===== src/rtl/wb_stage_if.sv =====
// Handshake and register-file bus of the rv32i write-back stage.
// Signal names keep the stage's point of view: i_* flow into wb_stage,
// o_* flow out of it.
interface wb_stage_if;
    logic        i_valid;
    logic        o_ready;
    logic        i_flush;
    logic [4:0]  i_rd;
    logic        i_reg_write;
    logic [1:0]  i_wb_sel;
    logic [2:0]  i_funct3;
    logic [31:0] i_alu_result;
    logic [31:0] i_pc_plus4;
    logic [31:0] i_imm;
    logic        i_dmem_rvalid;
    logic [31:0] i_dmem_rdata;
    logic [4:0]  o_WA;
    logic [31:0] o_WD;
    logic        o_WE;
    logic [31:0] o_instret;
    logic        o_load_fault;

    // MEM stage / data memory side
    modport master (
        output i_valid, i_flush, i_rd, i_reg_write, i_wb_sel, i_funct3,
               i_alu_result, i_pc_plus4, i_imm, i_dmem_rvalid, i_dmem_rdata,
        input  o_ready, o_WA, o_WD, o_WE, o_instret, o_load_fault
    );

    // Write-back stage side
    modport slave (
        input  i_valid, i_flush, i_rd, i_reg_write, i_wb_sel, i_funct3,
               i_alu_result, i_pc_plus4, i_imm, i_dmem_rvalid, i_dmem_rdata,
        output o_ready, o_WA, o_WD, o_WE, o_instret, o_load_fault
    );
endinterface


===== src/rtl/wb_stage.sv =====
// rv32i write-back stage: accepts one retiring instruction, waits for load
// data when needed, formats it and drives the register-file write port.
// Also counts retired instructions and flags loads that never get data.
module wb_stage #(
    parameter int XLEN     = 32,
    parameter int WAIT_MAX = 15
) (
    input  logic       i_clk,
    input  logic       i_rst_n,
    wb_stage_if.slave  bus
);

    typedef enum logic [1:0] {
        IDLE      = 2'd0,
        WAIT_LOAD = 2'd1,
        COMMIT    = 2'd2
    } state_t;

    state_t            state_q, state_d;
    logic [7:0]        cnt_q, cnt_d;
    logic [4:0]        rd_q, rd_d;
    logic              reg_write_q, reg_write_d;
    logic [1:0]        wb_sel_q, wb_sel_d;
    logic [2:0]        funct3_q, funct3_d;
    logic [XLEN-1:0]   alu_q, alu_d;
    logic [XLEN-1:0]   pc4_q, pc4_d;
    logic [XLEN-1:0]   imm_q, imm_d;
    logic [4:0]        wa_q, wa_d;
    logic [XLEN-1:0]   wd_q, wd_d;
    logic              we_q, we_d;
    logic [XLEN-1:0]   instret_q, instret_d;
    logic              fault_q, fault_d;
    logic              ready_s;
    logic              accept_s;

    // Extract, align and extend the addressed part of a memory word.
    function automatic logic [31:0] load_format(input logic [2:0]  f3,
                                                input logic [1:0]  off,
                                                input logic [31:0] word);
        logic [7:0]  byte_v;
        logic [15:0] half_v;
        logic [31:0] res;
        case (off)
            2'd0:    byte_v = word[7:0];
            2'd1:    byte_v = word[15:8];
            2'd2:    byte_v = word[23:16];
            2'd3:    byte_v = word[31:24];
            default: byte_v = word[7:0];
        endcase
        half_v = off[1] ? word[31:16] : word[15:0];
        case (f3)
            3'b000:  res = {{24{byte_v[7]}}, byte_v};
            3'b001:  res = {{16{half_v[15]}}, half_v};
            3'b010:  res = word;
            3'b100:  res = {24'd0, byte_v};
            3'b101:  res = {16'd0, half_v};
            default: res = 32'd0;
        endcase
        return res;
    endfunction

    // Write-back source multiplexer.
    function automatic logic [31:0] wb_select(input logic [1:0]  sel,
                                              input logic [31:0] alu,
                                              input logic [31:0] load,
                                              input logic [31:0] pc4,
                                              input logic [31:0] imm);
        logic [31:0] res;
        case (sel)
            2'b00:   res = alu;
            2'b01:   res = load;
            2'b10:   res = pc4;
            2'b11:   res = imm;
            default: res = 32'd0;
        endcase
        return res;
    endfunction

    assign ready_s  = (state_q != WAIT_LOAD);
    assign accept_s = bus.i_valid && ready_s && !bus.i_flush;

    assign bus.o_ready      = ready_s;
    assign bus.o_WA         = wa_q;
    assign bus.o_WD         = wd_q;
    assign bus.o_WE         = we_q;
    assign bus.o_instret    = instret_q;
    assign bus.o_load_fault = fault_q;

    // Next-state, capture and register-file write computation.
    always_comb begin
        state_d     = state_q;
        cnt_d       = cnt_q;
        rd_d        = rd_q;
        reg_write_d = reg_write_q;
        wb_sel_d    = wb_sel_q;
        funct3_d    = funct3_q;
        alu_d       = alu_q;
        pc4_d       = pc4_q;
        imm_d       = imm_q;
        wa_d        = wa_q;
        wd_d        = wd_q;
        we_d        = 1'b0;
        instret_d   = instret_q;
        fault_d     = 1'b0;

        case (state_q)
            IDLE, COMMIT: begin
                if (accept_s) begin
                    rd_d        = bus.i_rd;
                    reg_write_d = bus.i_reg_write;
                    wb_sel_d    = bus.i_wb_sel;
                    funct3_d    = bus.i_funct3;
                    alu_d       = bus.i_alu_result;
                    pc4_d       = bus.i_pc_plus4;
                    imm_d       = bus.i_imm;
                    if (bus.i_wb_sel != 2'b01) begin
                        // Non-loads write straight from the inputs so the
                        // pulse lands one cycle after acceptance.
                        state_d   = COMMIT;
                        we_d      = bus.i_reg_write && (bus.i_rd != 5'd0);
                        wa_d      = bus.i_rd;
                        wd_d      = wb_select(bus.i_wb_sel, bus.i_alu_result,
                                              32'd0, bus.i_pc_plus4, bus.i_imm);
                        instret_d = instret_q + 32'd1;
                    end else begin
                        state_d = WAIT_LOAD;
                        cnt_d   = 8'd0;
                    end
                end else begin
                    state_d = IDLE;
                end
            end
            WAIT_LOAD: begin
                if (bus.i_flush) begin
                    // Flush beats a simultaneous response.
                    state_d = IDLE;
                end else if (bus.i_dmem_rvalid) begin
                    state_d   = COMMIT;
                    we_d      = reg_write_q && (rd_q != 5'd0);
                    wa_d      = rd_q;
                    wd_d      = wb_select(wb_sel_q, alu_q,
                                          load_format(funct3_q, alu_q[1:0], bus.i_dmem_rdata),
                                          pc4_q, imm_q);
                    instret_d = instret_q + 32'd1;
                end else begin
                    cnt_d = cnt_q + 8'd1;
                    if (cnt_d == WAIT_MAX[7:0]) begin
                        state_d = IDLE;
                        fault_d = 1'b1;
                    end else begin
                        state_d = WAIT_LOAD;
                    end
                end
            end
            default: begin
                state_d = IDLE;
            end
        endcase
    end

    // State, captured fields and registered outputs.
    always_ff @(posedge i_clk or negedge i_rst_n) begin
        if (!i_rst_n) begin
            state_q     <= IDLE;
            cnt_q       <= 8'd0;
            rd_q        <= 5'd0;
            reg_write_q <= 1'b0;
            wb_sel_q    <= 2'b00;
            funct3_q    <= 3'b000;
            alu_q       <= 32'd0;
            pc4_q       <= 32'd0;
            imm_q       <= 32'd0;
            wa_q        <= 5'd0;
            wd_q        <= 32'd0;
            we_q        <= 1'b0;
            instret_q   <= 32'd0;
            fault_q     <= 1'b0;
        end else begin
            state_q     <= state_d;
            cnt_q       <= cnt_d;
            rd_q        <= rd_d;
            reg_write_q <= reg_write_d;
            wb_sel_q    <= wb_sel_d;
            funct3_q    <= funct3_d;
            alu_q       <= alu_d;
            pc4_q       <= pc4_d;
            imm_q       <= imm_d;
            wa_q        <= wa_d;
            wd_q        <= wd_d;
            we_q        <= we_d;
            instret_q   <= instret_d;
            fault_q     <= fault_d;
        end
    end

endmodule


===== src/flat_wrapper.sv =====
// flat-port wrapper written by rule: the top's interface ports become plain ports
module wb_stage_flat 
#(
    parameter int XLEN     = 32,
    parameter int WAIT_MAX = 15
)
  (i_clk, i_rst_n, bus_i_valid, bus_i_flush, bus_i_rd, bus_i_reg_write, bus_i_wb_sel, bus_i_funct3, bus_i_alu_result, bus_i_pc_plus4, bus_i_imm, bus_i_dmem_rvalid, bus_i_dmem_rdata, bus_o_ready, bus_o_WA, bus_o_WD, bus_o_WE, bus_o_instret, bus_o_load_fault);
  wb_stage_if bus_i ();
  input  logic i_clk;
  input  logic i_rst_n;
  input wire logic [$bits(bus_i.i_valid)-1:0] bus_i_valid;
  input wire logic [$bits(bus_i.i_flush)-1:0] bus_i_flush;
  input wire logic [$bits(bus_i.i_rd)-1:0] bus_i_rd;
  input wire logic [$bits(bus_i.i_reg_write)-1:0] bus_i_reg_write;
  input wire logic [$bits(bus_i.i_wb_sel)-1:0] bus_i_wb_sel;
  input wire logic [$bits(bus_i.i_funct3)-1:0] bus_i_funct3;
  input wire logic [$bits(bus_i.i_alu_result)-1:0] bus_i_alu_result;
  input wire logic [$bits(bus_i.i_pc_plus4)-1:0] bus_i_pc_plus4;
  input wire logic [$bits(bus_i.i_imm)-1:0] bus_i_imm;
  input wire logic [$bits(bus_i.i_dmem_rvalid)-1:0] bus_i_dmem_rvalid;
  input wire logic [$bits(bus_i.i_dmem_rdata)-1:0] bus_i_dmem_rdata;
  output wire logic [$bits(bus_i.o_ready)-1:0] bus_o_ready;
  output wire logic [$bits(bus_i.o_WA)-1:0] bus_o_WA;
  output wire logic [$bits(bus_i.o_WD)-1:0] bus_o_WD;
  output wire logic [$bits(bus_i.o_WE)-1:0] bus_o_WE;
  output wire logic [$bits(bus_i.o_instret)-1:0] bus_o_instret;
  output wire logic [$bits(bus_i.o_load_fault)-1:0] bus_o_load_fault;
  assign bus_i.i_valid = bus_i_valid;
  assign bus_i.i_flush = bus_i_flush;
  assign bus_i.i_rd = bus_i_rd;
  assign bus_i.i_reg_write = bus_i_reg_write;
  assign bus_i.i_wb_sel = bus_i_wb_sel;
  assign bus_i.i_funct3 = bus_i_funct3;
  assign bus_i.i_alu_result = bus_i_alu_result;
  assign bus_i.i_pc_plus4 = bus_i_pc_plus4;
  assign bus_i.i_imm = bus_i_imm;
  assign bus_i.i_dmem_rvalid = bus_i_dmem_rvalid;
  assign bus_i.i_dmem_rdata = bus_i_dmem_rdata;
  assign bus_o_ready = bus_i.o_ready;
  assign bus_o_WA = bus_i.o_WA;
  assign bus_o_WD = bus_i.o_WD;
  assign bus_o_WE = bus_i.o_WE;
  assign bus_o_instret = bus_i.o_instret;
  assign bus_o_load_fault = bus_i.o_load_fault;
  wb_stage #(.XLEN(XLEN), .WAIT_MAX(WAIT_MAX)) u_core (.i_clk(i_clk), .i_rst_n(i_rst_n), .bus(bus_i));
endmodule

===== config.mk =====
export PLATFORM = sky130hd
export DESIGN_NAME = wb_stage_flat
export DESIGN_NICKNAME = d
export VERILOG_FILES = /design/src/rtl/wb_stage_if.sv /design/src/rtl/wb_stage.sv /design/src/flat_wrapper.sv
export SDC_FILE = /design/constraint.sdc
export NUM_CORES = 1
export LEC_CHECK = 0
export CAP_MARGIN = 25
export CORE_ASPECT_RATIO = 0.7
export CORE_MARGIN = 2
export CORE_UTILIZATION = 30
export CTS_CLUSTER_DIAMETER = 150
export DETAILED_ROUTE_END_ITERATION = 7
export GPL_TIMING_DRIVEN = 0
export PLACE_DENSITY = 0.65
export SYNTH_ARGS = -nofsm -noshare
export SYNTH_HDL_FRONTEND = slang
export SYNTH_SLANG_ARGS = --single-unit

===== constraint.sdc =====
create_clock -name i_clk -period 1.8 [get_ports i_clk]
set_input_delay 0.18 -clock i_clk [delete_from_list [all_inputs] [get_ports i_clk]]
set_output_delay 0.18 -clock i_clk [all_outputs]
set_load 0.01 [all_outputs]

## After elaboration in Yosys (flattened, before gate mapping)

Cells that the tools add are included.

- Bits in registers: 188
- Bits of input ports: 144
- Logic and storage cells: 97

- Add/subtract/negate cells: 2
- Equality and inequality tests: 24
- Muxes and demuxes: 40
- Reductions and logical operators: 17

Operator list:

| operator | number |
|---|---|
| 32-bit two-way mux | 8 |
| 32-bit case mux with 4 select lines | 2 |
| 32-bit case mux with 5 select lines | 1 |
| 32-bit case mux with 2 select lines | 2 |
| 32-bit by 1-bit adder with 32-bit output, second input constant | 1 |
| 8-bit two-way mux | 4 |
| 8-bit case mux with 4 select lines | 1 |
| 5-bit two-way mux | 4 |
| 16-bit two-way mux | 1 |
| 8-bit case mux with 2 select lines | 1 |
| 2-bit equality test, second input constant | 7 |
| 5-bit case mux with 2 select lines | 1 |
| 5-bit AND reduction | 2 |
| 5-bit nonzero test | 2 |
| 1-bit two-way mux | 9 |
| 8-bit by 1-bit adder with 8-bit output, second input constant | 1 |
| 2-bit by 1-bit equality test with 1-bit output, second input constant | 4 |
| 8-bit by 4-bit equality test with 1-bit output, second input constant | 1 |
| 2-bit zero test | 4 |
| 2-bit two-way mux | 4 |
| 2-bit by 1-bit inequality test with 1-bit output, second input constant | 4 |
| 2-bit inequality test, second input constant | 4 |
| 3-bit equality test, second input constant | 2 |
| 1-bit logical AND | 4 |
| 9 further kinds | 9 |

## Longest topological paths before layout

Gate-level depths: netlist (run 1).

- Depth after elaboration: 7
- Gate-level depth with buffers: 8
- Gate-level depth less buffers: 6

## Worst setup path after synthesis (run 1)

Ideal clock, no wire load.

- Kind: reg2reg
- From: register u_core.funct3_q[0]
- To: register u_core.wd_q[0], in the netlist u_core.bus.o_WD[0]
- Library setup time: 127 ps
- Data arrival time: 1621 ps
- Data required time: 1673 ps
- Slack: 52 ps
- Cell stages (with the launch flop): 8
- Buffers on the path: 2
- Period minus slack after synthesis: 1748 ps
- Path through: dfrtp_1 nand2b_1 buf_2 buf_2 mux2i_1 o221ai_1 a221oi_1 nor2_1

- Word-level cells in the longest chain between the ends: 6
- Elaborated cells on any way between the ends: 10
- Classes of those cells: eq/ne (4); mux (5); reduce/logical (1)

Ends and longest elaborated chain:

| what | RTL line | text |
|---|---|---|
| start: declaration | wb_stage.sv:24 | `logic [2:0] funct3_q, funct3_d;` |
| start signal: assignment | wb_stage.sv:184 | `funct3_q <= funct3_d;` |
| 3-bit equality test, or another cell as far along | wb_stage.sv:51 | `case (f3)` |
| 32-bit case mux with 5 select lines (*) | wb_stage.sv:51 |  |
| 32-bit case mux with 4 select lines (*) | wb_stage.sv:69 | `case (sel)` |
| 32-bit two-way mux (*) | wb_stage.sv:137 | `end else if (bus.i_dmem_rvalid) begin` |
| 32-bit two-way mux (*) | wb_stage.sv:134 | `if (bus.i_flush) begin` |
| 32-bit case mux with 2 select lines (*) | wb_stage.sv:106 | `case (state_q)` |
| end signal: assignment | wb_stage.sv:189 | `wd_q <= wd_d;` |
| end: declaration | wb_stage.sv:29 | `logic [XLEN-1:0] wd_q, wd_d;` |

Every way passes the cells marked *; elsewhere a longest branch is shown, timed or not. The select of a mux whose other input is x is not followed.
A chain may end at the register's enable or synchronous reset.

## Final worst setup path (run 1)

- From: register u_core.funct3_q[0]
- To: register u_core.wd_q[2], in the netlist u_core.bus.o_WD[2]

The elaborated chain is that of the path after synthesis.

==> results.yml, run 1 <==
floorplan:
  row_count: 55
  io_pins: 216
  die_x_um: 219.5
  die_area_um2: 33970
  chipHeight_um: 154.8
  start_util: 0.3033
  core_area_um2: 32140
cts:
  cts_tree: "built"
  cts_buffers: 17
  clockBufferDepth: 2
  ctsRootBufferMaster: "clkbuf_16"
  clk-insertion-delay-late_ns: 0.45
  clkTransAtPathRegs_ns: 0.07
  cts_max_level: 4
  cts.sinks: 188
synth:
  synthArstFlopShare: 1.000
  synth-edff-count: 0
  synth.net_count: 1289
  synth_warnings: 0
  ys_seq_area_frac: 0.4826
  synth_ff_type: "dfrtp_1"
  syn_avg_cell_area_um2: 8.536
  netlist_instances: 1142
  ys_ff_latch: 188
  syn_area_um2: 9748
  yosys.cell_types.count: 53
grt:
  grt_start_max_net_pins: 76
  overflow: 0
  antenna_found_initial: 4
  grt_pass1_vias: 9605
  track_usage: 0.2323
  grt_pass1_wl_mm: 58.86
place:
  io_buffers: 213
  gp_congestion: 0.9169
  dp_hpwl_mm: 28.50
  pre_cts_ws_ns: -1.012
route:
  dr.pass1.iters: 5
  drc: 0
  wl_met3_mm: 4.257
  via_count: 9792
  route.met2.wl_mm: 16.99
  wirelength_mm: 39.39
  top_layer_used: "met5"
  drtAntennaViolNets: 0
  vias_per_cell: 5.348
  first_iter_violations: 973
  routedWlPerCell_um: 21.51
  wl_met1_mm: 17.33
sta:
  worstMarginPinSlew_ns: 0.9749
  setup_viol: 2
  rsz0062_at_grt: "true"
  skew_ns: 0.007484
  period_needed_ns: 1.826
  period_share: 1.015
  finalHoldViolCount: 0
  slew_violations: 0
  worst_slack_ns: -0.02611
  fmax_ghz: 0.5476
  slew_headroom: 0.3501
power_and_ir_drop:
  max-vdd-ir-drop_mv: 0.6312
  sw_frac_of_total: 0.3186
  power_switching_uw: 4276
  power_density_nw_per_um2: 961.2
  p_leak_uw: 0.006212
  internal_power_uw: 9146
  pwr-share-seq: 0.398
  pwr-share-comb: 0.267
  p_clk_frac: 0.335
critical_path:
  max_stage_delay_ns: 0.44
  path_cells: "nand2b_4, buf_8, buf_12, mux2i_4, o221ai_4, a221oi_2, nor2_1"
  cp-end-kind: "register"
  worst_setup_path_start_kind: "register"
  critPathRequiredTime_ns: 2.14
  crit_buf_inv: 2
  slowest_stage: "dfrtp_2"
  cp_max_fo: 8
  arrival_ns: 2.16
  critPathKind: "reg -> reg"
  r2r_slack_ns: -0.03
  cpLargestDelayFamily: "compound AO/OA/AOI/OAI gates"
finish:
  finish.utilization: 0.4345
  syn_to_final_growth_pct: 43.25
  final_nets: 1534
  drive_gt1_frac: 0.1321
min_path:
  hold_class: "in -> async"
outcome:
  status: "finished with violations"
  violations: "negative setup slack"
job:
  cap_violations: 0
==> sequential cells by signal, indices dropped and copies added (netlist names) <==
signal,flops
u_core.alu_q,32
u_core.bus.o_WD,32
u_core.bus.o_instret,32
u_core.imm_q,32
u_core.pc4_q,32
u_core.cnt_q,8
u_core.bus.o_WA,5
u_core.rd_q,5
u_core.funct3_q,3
u_core.state_q,2
u_core.wb_sel_q,2
u_core.bus.o_WE,1
u_core.bus.o_load_fault,1
u_core.reg_write_q,1
==> worst paths after layout <==
| check | from | cells after the start | endpoint |
|---|---|---|---|
| worst max-delay path | u_core.funct3_q[0]$_DFFE_PN0P_ | 7 | u_core.bus.o_WD[2]$_DFFE_PN0P_ |
| worst max register to register | u_core.funct3_q[0]$_DFFE_PN0P_ | 7 | u_core.bus.o_WD[2]$_DFFE_PN0P_ |
| max in group asynchronous | i_rst_n | 4 | u_core.alu_q[16]$_DFFE_PN0P_ |
| worst min-delay path | i_rst_n | 2 | u_core.imm_q[5]$_DFFE_PN0P_ |
| worst min register to register | u_core.imm_q[19]$_DFFE_PN0P_ | 2 | u_core.imm_q[19]$_DFFE_PN0P_ |
| min in group i_clk | bus_i_funct3[0] | 3 | u_core.funct3_q[0]$_DFFE_PN0P_ |
==> repair_timing <==
| item | CTS | global route |
|---|---|---|
| resized for setup | 102 | 94 |
| pin swaps | 9 | 21 |
| gates cloned | 0 | 1 |
| setup buffers | 11 | 7 |
| hold buffers | 1 | 0 |
| endpoints found under the setup margin | 178 | 128 |
| endpoints found under the hold margin | 49 | 0 |
==> metal layers <==
metal,GRT usage,up-vias
met5,0.01014,-
met4,0.06113,2
met3,0.07296,54
met2,0.3375,557
met1,0.3311,4774
li1,-,4405
==> layout by cell type, fill, tap and decap left out, types with 13 or more instances in the layout <==
cell	instances
o221ai_1	17
a21oi_1	35
nand4_1	14
a211oi_1	13
clkbuf_1	13
xor2_1	14
nand3_1	17
clkbuf_2	22
clkdlybuf4s50_1	211
buf_4	23
o21ai_1	47
a22oi_1	16
xnor2_1	22
o21ai_0	30
mux2i_1	52
nor2_1	55
nand2_1	403
clkbuf_16	18
dfrtp_1	182
==> through the flow <==
step           instance area, µm²  total power (µW)  instances  hold WS (ns)  TNS (ns)
6_report                    13960             13420       1831        0.2216  -0.05087
5_1_grt                     13950             14020       1827        0.2588   -0.5897
4_1_cts                     13560             13160       1822        0.2455  -0.04710
3_5_place_dp                12470              8468       1784        0.1193   -108.94
3_3_place_gp                12410              8400       1782        0.4526  -1539.72
2_1_floorplan                9748              6761       1142       -0.1156         0
==> cells in the mapped netlist, drive strengths merged (3+ instances only) <==
cell | instances | area [µm²]
a211oi | 19 | 152.6
a21oi | 41 | 209.0
a221oi | 15 | 131.4
a22oi | 16 | 120.1
a31oi | 3 | 18.77
and2 | 3 | 18.77
and3 | 6 | 37.54
buf | 23 | 110.1
clkbuf | 55 | 206.5
dfrtp | 188 | 4705
ha | 3 | 37.54
inv | 9 | 33.78
mux2 | 10 | 112.6
mux2i | 59 | 590.6
nand2 | 406 | 1524
nand2b | 6 | 37.54
nand3 | 17 | 85.08
nand4 | 14 | 87.58
nor2 | 61 | 231.5
nor3 | 7 | 35.03
nor3b | 3 | 22.52
o2111ai | 7 | 61.31
o21ai | 82 | 410.4
o221ai | 23 | 201.4
o22ai | 9 | 56.30
or2 | 3 | 18.77
or4 | 3 | 22.52
xnor2 | 22 | 192.7
xor2 | 14 | 122.6
==> worst reg2reg max path: cells and delay by family, from the launching register on <==
family          cells  cell delay (ns)
simple gates        2             0.23
buf+inv             2             0.30
compound gates      2             0.48
mux                 1             0.26
flops               1             0.44
==> power groups by stage <==
stage          Clock, µW  Combinational (µW)  Sequential (µW)
3_5_place_dp           0                3120             5350
6_report            4500                3590             5340
4_1_cts             4550                3320             5300
3_3_place_gp           0                3050             5350
5_1_grt             4750                3860             5410
2_1_floorplan          0                1440             5320
==> kinds of logic (layout without fill, tap and decap cells) <==
group                    after synthesis  in the layout  share of synthesized area
AND/OR/NAND/NOR                      538            538                     0.2269
adder cells (fa/ha/maj)                3              3                   0.003851
other                                  0              4                          0
flip-flops                           188            188                     0.4826
AO/OA/AOI/OAI                        220            220                     0.1439
buffers and inverters                 87            345                    0.03594
multiplexers                          70             70                    0.07444
XOR/XNOR                              36             36                    0.03234
==> cell type report <==
type / instances / area, µm²
sequential: 188 / 4712
fill: 3083 / 18170
clock buffer: 19 / 452.9
tap: 427 / 534.3
buffer: 69 / 471.7
clock inverter: 13 / 235.2
multi-input combinational: 867 / 5142
timing repair buffer: 235 / 2372
inverter: 9 / 33.78
antenna: 4 / 10.01
No activity file was read; power rests on OpenSTA's default activity.
==> run 2: changes to the inputs <==
--- a/config.mk
+++ b/config.mk
@@ -6,7 +6,7 @@
 export NUM_CORES = 1
 export LEC_CHECK = 0
 export CAP_MARGIN = 25
-export CORE_ASPECT_RATIO = 0.7
+export CORE_ASPECT_RATIO = 0.8
 export CORE_MARGIN = 2
 export CORE_UTILIZATION = 30
 export CTS_CLUSTER_DIAMETER = 150
==> results.yml, run 2 (same netlist as run 1, synthesis figures left out) <==
job:
  cap_violations: 0
sta:
  skew_ns: 0.01755
  finalHoldViolCount: 0
  worstMarginPinSlew_ns: 1.015
  rsz0062_at_grt: "true"
  slew_headroom: 0.3235
  period_share: 0.9920
  period_needed_ns: 1.786
  slew_violations: 0
  setup_viol: 0
  fmax_ghz: 0.5601
place:
  dp_hpwl_mm: 27.65
  gp_congestion: 0.9215
  io_buffers: 213
  place_area_um2: 12450
floorplan:
  core_area_um2: 32260
  die_x_um: 205.5
  start_util: 0.3022
  chipHeight_um: 165.2
  io_pins: 216
  row_count: 59
  die_area_um2: 33960
route:
  wl_met1_mm: 16.98
  top_layer_used: "met5"
  via_count: 9684
  first_iter_violations: 949
  wl_met3_mm: 3.252
  routedWlPerCell_um: 21.00
  route.met2.wl_mm: 16.80
  wirelength_mm: 38.31
  drtAntennaViolNets: 0
  drc: 0
  dr.pass1.iters: 5
  vias_per_cell: 5.309
cts:
  clk-insertion-delay-late_ns: 0.45
  cts_buffers: 17
  clkTransAtPathRegs_ns: 0.08
  ctsRootBufferMaster: "clkbuf_16"
  clockBufferDepth: 2
  cts_max_level: 4
  cts.sinks: 188
  cts_tree: "built"
grt:
  grt_start_max_net_pins: 113
  overflow: 0
  track_usage: 0.2272
  grt_pass1_wl_mm: 57.42
  grt_pass1_vias: 9467
  antenna_found_initial: 3
critical_path:
  arrival_ns: 2.14
  critPathRequiredTime_ns: 2.15
  worst_setup_path_start_kind: "register"
  cp-end-kind: "register"
  critPathKind: "reg -> reg"
  cp_max_fo: 7
finish:
  final_cell_mix: "nand2_1, clkdlybuf4s50_1, dfrtp_1"
  syn_to_final_growth_pct: 39.24
  drive_gt1_frac: 0.1182
  final_common_cell: "nand2_1"
  final.fill_count: 3134
  finalInstanceArea_um2: 13570
  final_nets: 1530
outcome:
  status: "completed"
power_and_ir_drop:
  power_density_nw_per_um2: 921.4
  max-vdd-ir-drop_mv: 0.6037
  power_uw: 12510
  p_leak_uw: 0.006119
min_path:
  hold_class: "in -> async"
run 2: cell type report:
cell class / instances / area (µm²) / share of cell area
multi-input combinational: 867 / 4971 / 0.3662
clock inverter: 13 / 132.6 / 0.009771
buffer: 69 / 447.9 / 0.03300
antenna: 1 / 2.502 / 0.0001844
tap: 427 / 534.3 / 0.03936
timing repair buffer: 231 / 2296 / 0.1692
inverter: 9 / 33.78 / 0.002489
sequential: 188 / 4712 / 0.3472
clock buffer: 19 / 442.9 / 0.03263
run 2: critical path, cell delays in order, from the launching register on:
cell and delay (ns):
dfrtp_2 0.44, buf_4 0.16, nand2b_4 0.07, buf_4 0.19, nor3_1 0.49, and2_1 0.21
o21ai_1 0.06, o31ai_1 0.07
run 2: path summary, 6_finish.rpt:
check / from / endpoint / slack [ns] / depth (start not counted)
hold / removal: i_rst_n / u_core.bus.o_WD[22]$_DFFE_PN0P_ / 0.28 / 2
max in group asynchronous: i_rst_n / u_core.state_q[0]$_DFF_PN0_ / 0.50 / 3
setup reg to reg: u_core.state_q[0]$_DFF_PN0_ / u_core.cnt_q[3]$_DFFE_PN0P_ / 0.01 / 7
min in group i_clk: bus_i_pc_plus4[4] / u_core.pc4_q[4]$_DFFE_PN0P_ / 0.29 / 3
hold reg to reg: u_core.pc4_q[11]$_DFFE_PN0P_ / u_core.pc4_q[11]$_DFFE_PN0P_ / 0.47 / 2
setup / recovery: u_core.state_q[0]$_DFF_PN0_ / u_core.cnt_q[3]$_DFFE_PN0P_ / 0.01 / 7
run 2: metrics by stage:
stage                     utilization  setup WS [ns]  hold slack, ns  cells  TNS [ns]
after floorplan                     -        0.05154         -0.1156   1142         0
after global placement         0.3848         -7.613          0.4538   1782  -1548.11
after detailed placement       0.3858         -1.009          0.2177   1783   -122.48
after CTS                      0.4121      0.0005780          0.2748   1822         0
after global routing           0.4207       -0.03971          0.2847   1823   -0.1749
final                          0.4207        0.01446          0.2797   1824         0
run 2: routing by layer:
layer	GRT usage	vias to the layer above
li1	-	4393
met1	0.3164	4763
met2	0.3440	452
met3	0.05004	70
met4	0.08698	6
met5	0	-
run 2: power breakdown:
group	total, µW	switching (µW)	internal [µW]	leakage (µW)
sequential	5330	508	4820	0.00236
combinational	3340	1820	1520	0.00348
clock	3840	1850	1990	0.000280
run 2: timing repair:
| action | CTS | global route |
|---|---|---|
| gates resized for setup | 74 | 90 |
| buffers inserted | 12 | 3 |
| pin swaps | 6 | 13 |
| hold buffers | 1 | 0 |
| endpoints found under the hold margin | 76 | 0 |
| cloned | 1 | 0 |
| setup endpoints to repair | 178 | 119 |
